==> src/rtl/fp_mult_result_buf_if.sv <==
// Handshake bundle between the multiplier, the result buffer and its consumer.
// master = upstream/consumer side, slave = the buffer itself.
interface fp_mult_result_buf_if;
  logic        in_valid;
  logic        in_ready;
  logic [31:0] in_z;
  logic [7:0]  in_status;
  logic        out_valid;
  logic        out_ready;
  logic [31:0] out_z;
  logic [7:0]  out_status;

  modport master (
    output in_valid, in_z, in_status, out_ready,
    input  in_ready, out_valid, out_z, out_status
  );

  modport slave (
    input  in_valid, in_z, in_status, out_ready,
    output in_ready, out_valid, out_z, out_status
  );
endinterface

==> src/rtl/fp_mult_result_buf.sv <==
// First-word-fall-through result buffer for the FP multiplier with sticky exception flags.
// Optional inexact-event counter enabled by defining FP_RESULT_CNT_EN.
module fp_mult_result_buf #(
  parameter int DEPTH = 4,
  parameter int CNT_W = 16
) (
  input  logic                         clk,
  input  logic                         rst,
  fp_mult_result_buf_if.slave          bus,
  input  logic                         flags_clr,
  output logic [5:0]                   sticky_flags,
  output logic [$clog2(DEPTH+1)-1:0]   count,
  output logic [CNT_W-1:0]             inexact_cnt
);
  localparam int PTR_W = $clog2(DEPTH);
  localparam int CW    = $clog2(DEPTH + 1);
  localparam logic [CW-1:0] FULL_COUNT = CW'(DEPTH);

  logic [31:0]      r_mem_z  [DEPTH];
  logic [5:0]       r_mem_st [DEPTH];
  logic [PTR_W-1:0] r_wr_ptr;
  logic [PTR_W-1:0] r_rd_ptr;
  logic [CW-1:0]    r_count;
  logic [5:0]       r_sticky;

  logic w_push;
  logic w_pop;
  logic w_full;
  logic w_unused_status;

  // Top two status bits carry no information and are dropped at the input.
  assign w_unused_status = ^bus.in_status[7:6];

  assign w_full        = (r_count == FULL_COUNT);
  assign bus.in_ready  = rst & ~w_full;
  assign bus.out_valid = (r_count != '0);
  assign w_push        = bus.in_valid & bus.in_ready;
  assign w_pop         = bus.out_valid & bus.out_ready;

  assign bus.out_z      = r_mem_z[r_rd_ptr];
  assign bus.out_status = {2'b00, r_mem_st[r_rd_ptr]};
  assign count          = r_count;
  assign sticky_flags   = r_sticky;

  always_ff @(posedge clk) begin
    if (w_push) begin
      r_mem_z[r_wr_ptr]  <= bus.in_z;
      r_mem_st[r_wr_ptr] <= bus.in_status[5:0];
    end
  end

  always_ff @(posedge clk) begin
    if (!rst) begin
      r_wr_ptr <= '0;
      r_rd_ptr <= '0;
      r_count  <= '0;
      r_sticky <= '0;
    end else begin
      if (w_push) r_wr_ptr <= r_wr_ptr + 1'b1;
      if (w_pop)  r_rd_ptr <= r_rd_ptr + 1'b1;
      case ({w_push, w_pop})
        2'b10:   r_count <= r_count + 1'b1;
        2'b01:   r_count <= r_count - 1'b1;
        default: r_count <= r_count;
      endcase
      // Flags raised by the pushing result survive a clear issued in the same cycle.
      r_sticky <= (flags_clr ? 6'h00 : r_sticky) | (w_push ? bus.in_status[5:0] : 6'h00);
    end
  end

`ifdef FP_RESULT_CNT_EN
  localparam logic [CNT_W-1:0] CNT_MAX = {CNT_W{1'b1}};

  logic [CNT_W-1:0] r_inexact_cnt;
  logic [CNT_W-1:0] w_cnt_base;

  assign w_cnt_base  = flags_clr ? '0 : r_inexact_cnt;
  assign inexact_cnt = r_inexact_cnt;

  always_ff @(posedge clk) begin
    if (!rst) begin
      r_inexact_cnt <= '0;
    end else if (w_push && bus.in_status[5] && (w_cnt_base != CNT_MAX)) begin
      r_inexact_cnt <= w_cnt_base + 1'b1;
    end else begin
      r_inexact_cnt <= w_cnt_base;
    end
  end
`else
  assign inexact_cnt = '0;
`endif

endmodule

==> src/flat_wrapper.sv <==
// flat-port wrapper written by rule: the top's interface ports become plain ports
module fp_mult_result_buf_flat 
#(
  parameter int DEPTH = 4,
  parameter int CNT_W = 16
)
  (clk, rst, flags_clr, sticky_flags, count, inexact_cnt, bus_in_valid, bus_in_z, bus_in_status, bus_out_ready, bus_in_ready, bus_out_valid, bus_out_z, bus_out_status);
  fp_mult_result_buf_if bus_i ();
  input  logic clk;
  input  logic rst;
  input  logic flags_clr;
  output logic [5:0] sticky_flags;
  output logic [$clog2(DEPTH+1)-1:0] count;
  output logic [CNT_W-1:0] inexact_cnt;
  input wire logic [$bits(bus_i.in_valid)-1:0] bus_in_valid;
  input wire logic [$bits(bus_i.in_z)-1:0] bus_in_z;
  input wire logic [$bits(bus_i.in_status)-1:0] bus_in_status;
  input wire logic [$bits(bus_i.out_ready)-1:0] bus_out_ready;
  output wire logic [$bits(bus_i.in_ready)-1:0] bus_in_ready;
  output wire logic [$bits(bus_i.out_valid)-1:0] bus_out_valid;
  output wire logic [$bits(bus_i.out_z)-1:0] bus_out_z;
  output wire logic [$bits(bus_i.out_status)-1:0] bus_out_status;
  assign bus_i.in_valid = bus_in_valid;
  assign bus_i.in_z = bus_in_z;
  assign bus_i.in_status = bus_in_status;
  assign bus_i.out_ready = bus_out_ready;
  assign bus_in_ready = bus_i.in_ready;
  assign bus_out_valid = bus_i.out_valid;
  assign bus_out_z = bus_i.out_z;
  assign bus_out_status = bus_i.out_status;
  fp_mult_result_buf #(.DEPTH(DEPTH), .CNT_W(CNT_W)) u_core (.clk(clk), .rst(rst), .bus(bus_i), .flags_clr(flags_clr), .sticky_flags(sticky_flags), .count(count), .inexact_cnt(inexact_cnt));
endmodule
==> config.mk <==
export PLATFORM = sky130hd
export DESIGN_NAME = fp_mult_result_buf_flat
export DESIGN_NICKNAME = d
export VERILOG_FILES = /design/src/rtl/fp_mult_result_buf_if.sv /design/src/rtl/fp_mult_result_buf.sv /design/src/flat_wrapper.sv
export SDC_FILE = /design/constraint.sdc
export NUM_CORES = 1
export LEC_CHECK = 0
export CORE_MARGIN = 2
export CORE_UTILIZATION = 52
export CTS_BUF_LIST = sky130_fd_sc_hd__clkbuf_16
export DETAILED_ROUTE_END_ITERATION = 10
export GPL_TIMING_DRIVEN = 0
export PLACE_DENSITY = 0.79
export SLEW_MARGIN = 10
export SYNTH_ARGS = -nofsm -noshare
export SYNTH_HDL_FRONTEND = slang
export SYNTH_SLANG_ARGS = --single-unit
==> constraint.sdc <==
create_clock -name clk -period 2.6 [get_ports clk]
set_input_delay 0.39 -clock clk [delete_from_list [all_inputs] [get_ports clk]]
set_output_delay 0.39 -clock clk [all_outputs]
set_load 0.01 [all_outputs]
### Word-level counts from Yosys, hierarchy flattened

Memories as Yosys holds them, arrays and structs flattened. A register that Yosys moved wholly into a read port is not among the register bits.
Cells that the tools add are included.

* bits in writable memories: 152
* bits in latches: 0
* input bits: 45
* output and inout port bits: 67
* logic and storage cells: 29
* register bits: 13
* memories kept: 2
* bits in read-only memories: 0

* $mul: 0
* order comparisons: 0
* shifts and indexed selects: 0
* reduce and logical (&&, ||, !) cells: 2
* multiplexer cells: 9
* eq/ne operators: 3
* divide/modulo/power cells: 0
* bitwise logic cells: 5
* $add $sub $neg: 4

Memory list
* u_core.r_mem_z: depth 4, bits a word 32, rd ports 1, clocked after memory_dff 1, write ports 1, RTL line fp_mult_result_buf.sv:19 `logic [31:0] r_mem_z [DEPTH];`
* u_core.r_mem_st: depth 4, bits a word 6, rd ports 1, clocked after memory_dff 1, write ports 1, RTL line fp_mult_result_buf.sv:20 `logic [5:0] r_mem_st [DEPTH];`

Operator list (number)
* $mux W6: 2
* $mux W2: 4
* $or A6 B6 Y6: 1
* $pmux W3 S2: 1
* $add A2 B1 Y2 const B: 2
* $add A3 B1 Y3 const B: 1
* $and A1 B1 Y1: 3
* $eq A3 B3 Y1 const B: 1
* $reduce_bool A3 Y1: 1
* $sub A3 B1 Y3 const B: 1
* $eq A2 B1 Y1 const B: 1
* $eq A2 B2 Y1 const B: 1
* $mux W1: 2
* $reduce_bool A2 Y1: 1
* $not A1 Y1: 1

### Depth between registers and ports, before layout

Gate-level depths: netlist of run 1.

* word-level depth: 6
* mapped depth: 11
* gate-level depth less buffers: 9

### Least setup slack after synthesis of run 1

Ideal clock, no wire load.

* path type: flip-flop to flip-flop
* from: register u_core.r_count[2] (netlist: u_core.count[2])
* to: register u_core.r_count[2] (netlist: u_core.count[2])
* data arrival time: 2.404 ns
* path slack: 0.120 ns
* path buffers: 2
* clock period less this slack: 2.480 ns
* stages on the path, launching flop included: 12
* cell sequence: dfxtp_1 > or3b_1 > buf_6 > and3_4 > buf_6 > inv_1 > ha_1 > inv_1 > fa_1 > xor2_1 > or3_1 > a21boi_0

* longest elaborated chain between the ends: 6
* elaborated cells on any way between the ends: 12
* those cells by class: 2 x add/sub; 3 x eq/ne; 1 x mux; 4 x bitwise; 2 x reduce/logical

Ends and longest elaborated chain
* start: declaration: RTL line fp_mult_result_buf.sv:23 `logic [CW-1:0] r_count;`
* start signal: assignment: RTL line fp_mult_result_buf.sv:62 `2'b10: r_count <= r_count + 1'b1;`
* start signal: assignment: RTL line fp_mult_result_buf.sv:63 `2'b01: r_count <= r_count - 1'b1;`
* start signal: assignment: RTL line fp_mult_result_buf.sv:64 `default: r_count <= r_count;`
* $eq A3 B3 Y1: RTL line fp_mult_result_buf.sv:34 `assign w_full = (r_count == FULL_COUNT);`
* $not A1 Y1: RTL line fp_mult_result_buf.sv:35 `assign bus.in_ready = rst & ~w_full;`
* $and A1 B1 Y1: RTL line fp_mult_result_buf.sv:35
* $and A1 B1 Y1: RTL line fp_mult_result_buf.sv:37 `assign w_push = bus.in_valid & bus.in_ready;`
* $eq A2 B1 Y1 / $eq A2 B2 Y1 (equally long branches): RTL line fp_mult_result_buf.sv:61 `case ({w_push, w_pop})`
* $pmux W3 S2 / $reduce_bool A2 Y1 (equally long branches)

Several ways; a longest one is shown, not always the timed one.
A chain may end at the register's enable or synchronous reset.

### Worst setup path in the final report of run 1

* from: register u_core.r_count[0] (netlist: u_core.count[0])
* to: register u_core.r_count[2] (netlist: u_core.count[2])

Same word-level chain as after synthesis.

==> impl_metrics.yaml, run 1 <==
setup_path:
  critPathMaxStageDelay_ns: 0.39
  critPathSlowestCell: "or3b_1"
  cp-start-kind: "register"
  cp_cell_sequence: "or3b_1 -> buf_6 -> and3_4 -> buf_6 -> inv_1 -> ha_2 -> inv_1 -> fa_1 -> xor2_1 -> or3_1 -> a21boi_1"
  crit_arrival_ns: 2.86
  critPathCaptureType: "register"
  critPathKind: "register to register"
  crit_fanout: 8
  cp.required_ns: 2.94
synth:
  synth_edf_count: 152
  synth_xor_area_frac: 0.00554
  synth_area_per_cell_sq_um: 21.9
  yosys.area.top_type: "edfxtp_1"
  ys_types: 25
  synthFlopType: "edfxtp_1"
  synth-simple-area-share: 0.0227
  yosys_warnings: 0
  synth-seq-cells: 167
  synth_compound_area_frac: 0.0138
  muxShareOfSynthArea: 0.138
  ys_seq_area_frac: 0.769
  yosys-top-cells-area: "edfxtp_1 (72%), mux4_2 (14%), dfxtp_1 (4.7%)"
  synth_area_sq_um: 6330
  synthCells: 289
  async_flop_share: 0
  synth_fa_ha_area_frac: 0.0131
  synth_top_family_by_area: "multiplexers"
  netlist.area_leader.share: 0.721
floorplanning:
  coreArea_sq_um: 12000
  die-area_sq_um: 13100
  fp.dieH_um: 114
  start_util: 0.529
  dieWidth_um: 114
  pin_count: 112
  num_rows: 40
cells_and_area:
  nNetsFinal: 471
  final_common_cell: "edfxtp_1"
  synthToLayoutAreaGrowth_pct: 30.0
  fin_area_sq_um: 8230
  num_antenna_cells: 0
  num-fill-cells: 759
  most-common-layout-cells: "edfxtp_1 (152), clkdlybuf4s50_1 (79), mux4_2 (38)"
  drive_above_1_share: 0.254
  fin_util: 0.688
global_routing:
  grt.total_usage: 0.187
  antenna_found_initial: 0
  grt_pass1_wl_um: 17400
  grt-ovfl-total: 0
  grt_max_degree: 25
  first_global_vias: 3298
route:
  ant_nets: 0
  drt-pass1-iter-count: 4
  post-route-drc-count: 0
  drt_iter0_markers: 181
  vias: 3105
  wire_per_inst_um: 19.4
  viasPerCell: 5.35
  wirelength_um: 11300
timing:
  worst_slack_ns: 0.0892
  timing.hold.ws_ns: 0.495
  max_freq_mhz: 398
  layout_min_cycle_time_ns: 2.51
  final.period_utilization: 0.966
  tightest_slew_ns: 0.501
  setup_viol: 0
  rsz0062_at_grt: "true"
  slew_headroom: 0.666
  hold_viol: 0
  skew_ns: 0.00567
  finalMaxSlewViolations: 0
  setup_tns_ns: 0
pwr:
  power.density_nw_per_um2: 924
  seqPwrFrac: 0.423
  p_sw_mw: 1.81
  cell_internal_pwr_mw: 5.79
  leakage_nw: 2.78
  swShare: 0.238
  p_clk_frac: 0.337
  pwr-share-comb: 0.241
  ir_worst_vdd_mv: 0.482
place:
  gp_congestion: 0.711
  io_buffers: 91
  dp.final_hpwl_um: 7350
  placed_cell_area_sq_um: 7570
  pre_cts_ws_ns: -0.0545
min_path:
  hp-class: "register to register"
clock_tree:
  clock_latency_ns: 0.42
  cts_buffers: 17
  clkSinkCount: 167
  clk_path_buf_depth: 2
  htreeDepth: 4
  cts_tree: "done"
  cts-root-buf: "clkbuf_16"
  clkTransAtPathRegs_ns: 0.06
  hold_buffers: 0
job:
  maxCapViolCount: 0
run_status:
  status: "finished clean"
area by class of cell:
type                    instances  area [sq um]  area share
multi-input cells             102          1300       0.158
well taps                     147           184      0.0224
flip-flops and latches        167          4870       0.592
clock buffers                  17           425      0.0517
plain buffers                  29           254      0.0309
clock inverters                15           185      0.0225
repair buffers                 95           980       0.119
inverters                       8          30.0     0.00365
sequential cells by signal, summed over array words and instances (netlist names), named ones only:
register	count
u_core.r_mem_z	128
u_core.r_mem_st	24
u_core.sticky_flags	6
u_core.count	3
u_core.r_rd_ptr	2
u_core.r_wr_ptr	2
layer usage:
layer,GRT usage,wire length (um),vias up
met3,0.0688,596,16
met2,0.320,5870,98
li1,-,-,1405
met5,0,0,-
met1,0.219,4630,1586
met4,0.0650,178,0
final timing paths:
kind	start	end	slack (ns)	depth (start not counted)
setup / recovery	u_core.count[0]	u_core.count[2]	0.09	11
hold reg to reg	u_core.r_wr_ptr[1]	u_core.r_wr_ptr[1]	0.50	2
setup reg to reg	u_core.count[0]	u_core.count[2]	0.09	11
hold / removal	u_core.r_wr_ptr[1]	u_core.r_wr_ptr[1]	0.50	2
cell families (layout without fill, tap and decap cells):
family / after synthesis / in the layout
compound gates: 11 / 11
xor+xnor: 4 / 4
fa+ha+maj: 6 / 6
buf+inv: 37 / 164
flops: 167 / 167
mux: 40 / 40
other cells: 1 / 18
simple gates: 23 / 23
critical path, delay by kind of cell, from the launching register on:
kind            cells  cell delay [ns]
compound gates      1             0.13
fa+ha+maj           2             0.55
buf+inv             4             0.37
simple gates        3             0.86
flops               1             0.35
xor+xnor            1             0.16
Yosys cell counts, types with 3 or more instances:
cell type  number
edfxtp_1      152
nand2_1         3
a32oi_1         6
inv_1           8
and2_1          8
dfxtp_1        15
clkbuf_1        3
ha_1            5
xnor2_1         3
buf_2           4
buf_4          20
nor2b_1         8
mux4_2         38
power by group through the flow:
stage          clock network (mW)  logic (mW)  registers [mW]
6_report                     2.56        1.83            3.21
3_3_place_gp                    0        1.77            3.25
4_1_cts                      2.60        1.87            3.21
3_5_place_dp                    0        1.83            3.26
2_1_floorplan                   0        1.01            3.25
5_1_grt                      2.72        1.97            3.23
metrics by stage:
stage | std cells | total power [mW]
global route | 580 | 7.92
global placement | 544 | 5.02
finish | 580 | 7.60
floorplan | 306 | 4.26
detailed placement | 548 | 5.09
CTS | 580 | 7.68
repair_timing:
action                                  4_1_cts  5_1_grt
pin swaps                                     0        1
endpoints found under the setup margin       24       20
resized for setup                            27        8
cloned                                        0        0
setup buffers                                 0        0
Note: power is estimated with default switching activity, not from simulation.
==> run 2, diff against run 1 <==
--- a/config.mk
+++ b/config.mk
@@ -11,7 +11,6 @@
 export DETAILED_ROUTE_END_ITERATION = 10
 export GPL_TIMING_DRIVEN = 0
 export PLACE_DENSITY = 0.79
-export SLEW_MARGIN = 10
 export SYNTH_ARGS = -nofsm -noshare
 export SYNTH_HDL_FRONTEND = slang
 export SYNTH_SLANG_ARGS = --single-unit
==> results of run 2 <==
The final DEF is identical to that of run 1; final timing and power are the same.
==> run 3, diff against run 2 <==
--- a/config.mk
+++ b/config.mk
@@ -5,7 +5,6 @@
 export SDC_FILE = /design/constraint.sdc
 export NUM_CORES = 1
 export LEC_CHECK = 0
-export CORE_MARGIN = 2
 export CORE_UTILIZATION = 52
 export CTS_BUF_LIST = sky130_fd_sc_hd__clkbuf_16
 export DETAILED_ROUTE_END_ITERATION = 10
==> run 3 against run 2 <==
The flow now finishes with violations (DRC). Sequential cell count unchanged. Cell area is 0.29% lower. Combinational power about the same. Clock power decreased by 6%. Clock skew grew 0.0018 ns. Utilization grew 1.9 points. Register-to-register slack better by 0.04 ns. Critical endpoint is now bus_out_z[11].
==> impl_metrics.yaml, run 3 (synthesized netlist as in run 1, its figures left out) <==
run_status:
  status: "finished, violations left"
  violations: "DRC"
cells_and_area:
  synthToLayoutAreaGrowth_pct: 29.7
  nNetsFinal: 471
  regArea_sq_um: 4870
  num_antenna_cells: 0
  largest_reg_flops: 128
  final_common_cell: "edfxtp_1"
  top_register: "u_core.r_mem_z"
  drive_above_1_share: 0.245
  final_cells: 576
  fin_area_sq_um: 8200
  multi_input_area_sq_um: 1300
  most-common-layout-cells: "edfxtp_1 (152), clkdlybuf4s50_1 (88), mux4_2 (38)"
  num-fill-cells: 733
  fin_util: 0.706
clock_tree:
  htreeDepth: 4
  cts-root-buf: "clkbuf_16"
  post-cts-setup-buffers: 0
  cts_buffers: 17
  clock_latency_ns: 0.41
  clk_path_buf_depth: 2
  cts_tree: "done"
  clkTransAtPathRegs_ns: 0.06
  clkSinkCount: 167
timing:
  slew_headroom: 0.599
  worst_slack_ns: 0.0879
  finalMaxSlewViolations: 0
  max_freq_mhz: 398
  timing.hold.ws_ns: 0.519
  rsz0062_at_grt: "true"
  skew_ns: 0.00745
  final.period_utilization: 0.966
  tightest_slew_ns: 0.602
  setup_viol: 0
  hold_viol: 0
  setup_tns_ns: 0
  layout_min_cycle_time_ns: 2.51
floorplanning:
  pin_count: 112
  fp.dieH_um: 112
  dieWidth_um: 112
  num_rows: 39
  die-area_sq_um: 12600
  start_util: 0.545
  coreArea_sq_um: 11600
pwr:
  ir_worst_vdd_mv: 0.474
  leakage_nw: 2.78
  power.density_nw_per_um2: 912
  total_power_mw: 7.49
global_routing:
  grt_max_degree: 28
  antenna_found_initial: 0
  grt.total_usage: 0.188
  grt-ovfl-total: 0
  grt_pass1_wl_um: 17400
  first_global_vias: 3313
min_path:
  hp-class: "register to register"
job:
  maxCapViolCount: 0
place:
  pre_cts_ws_ns: -0.0467
  dp.final_hpwl_um: 7070
  placed_cell_area_sq_um: 7570
  dp_cells: 544
  io_buffers: 91
  gp_congestion: 0.731
route:
  wirelength_um: 10800
  post-route-drc-count: 5
  ant_nets: 0
  vias: 3081
  viasPerCell: 5.35
  drt_iter0_markers: 201
  drt-pass1-iter-count: 7
  wire_per_inst_um: 18.8
setup_path:
  critPathKind: "register to primary output"
  critPathCaptureType: "primary output"
  crit_fanout: 10
  cp.required_ns: 2.21
  crit_arrival_ns: 2.12
  cp-start-kind: "register"
## run 3: cell types whose count changed in the layout (fill, tap and decap cells not counted), moves of 2 or more
cell             before  now
clkdlybuf4s50_1      79   88
dlygate4sd2_1        11    0
dlymetal6s2s_1        1    3
inv_1                 8   13
## run 3: final cells by class
type | instances | share of cell area
Timing Repair Buffer | 95 | 0.122
Inverter | 8 | 0.00366
Sequential cell | 167 | 0.594
Multi-Input combinational cell | 102 | 0.159
Clock inverter | 15 | 0.0181
Clock buffer | 17 | 0.0519
Tap cell | 143 | 0.0218
Buffer | 29 | 0.0302
## run 3: metal layers
layer / global-route usage / routed length, um
met2: 0.315 / 5520
met3: 0.0643 / 654
met1: 0.230 / 4520
met5: 0 / 0
met4: 0.0658 / 151
## run 3: where the power goes
group	switching [mW]	total, mW	internal, mW	leakage (nW)
combinational	0.757	1.86	1.10	0.972
sequential	0.0810	3.21	3.13	1.51
clock	0.930	2.41	1.48	0.300
total	1.77	7.49	5.72	2.78
## run 3: critical path, cell delays in order (launching register included)
cell and delay [ns]:
dfxtp_1 0.32, clkbuf_1 0.47, mux4_2 0.42, clkdlybuf4s50_1 0.50
## run 3: path summary, 6_finish.rpt
path / slack [ns] / to / start / depth (start not counted)
setup / recovery: 0.09 / bus_out_z[11] / register / 3
hold reg to reg: 0.52 / u_core.count[2] / u_core.count[2] / 2
hold / removal: 0.52 / u_core.count[2] / u_core.count[2] / 2
setup reg to reg: 0.13 / u_core.count[2] / u_core.count[0] / 11
## run 3: repair_timing
item                       in CTS  in global routing
gates resized for setup        11                 13
hold buffers                    0                  0
setup endpoints to repair      21                 31
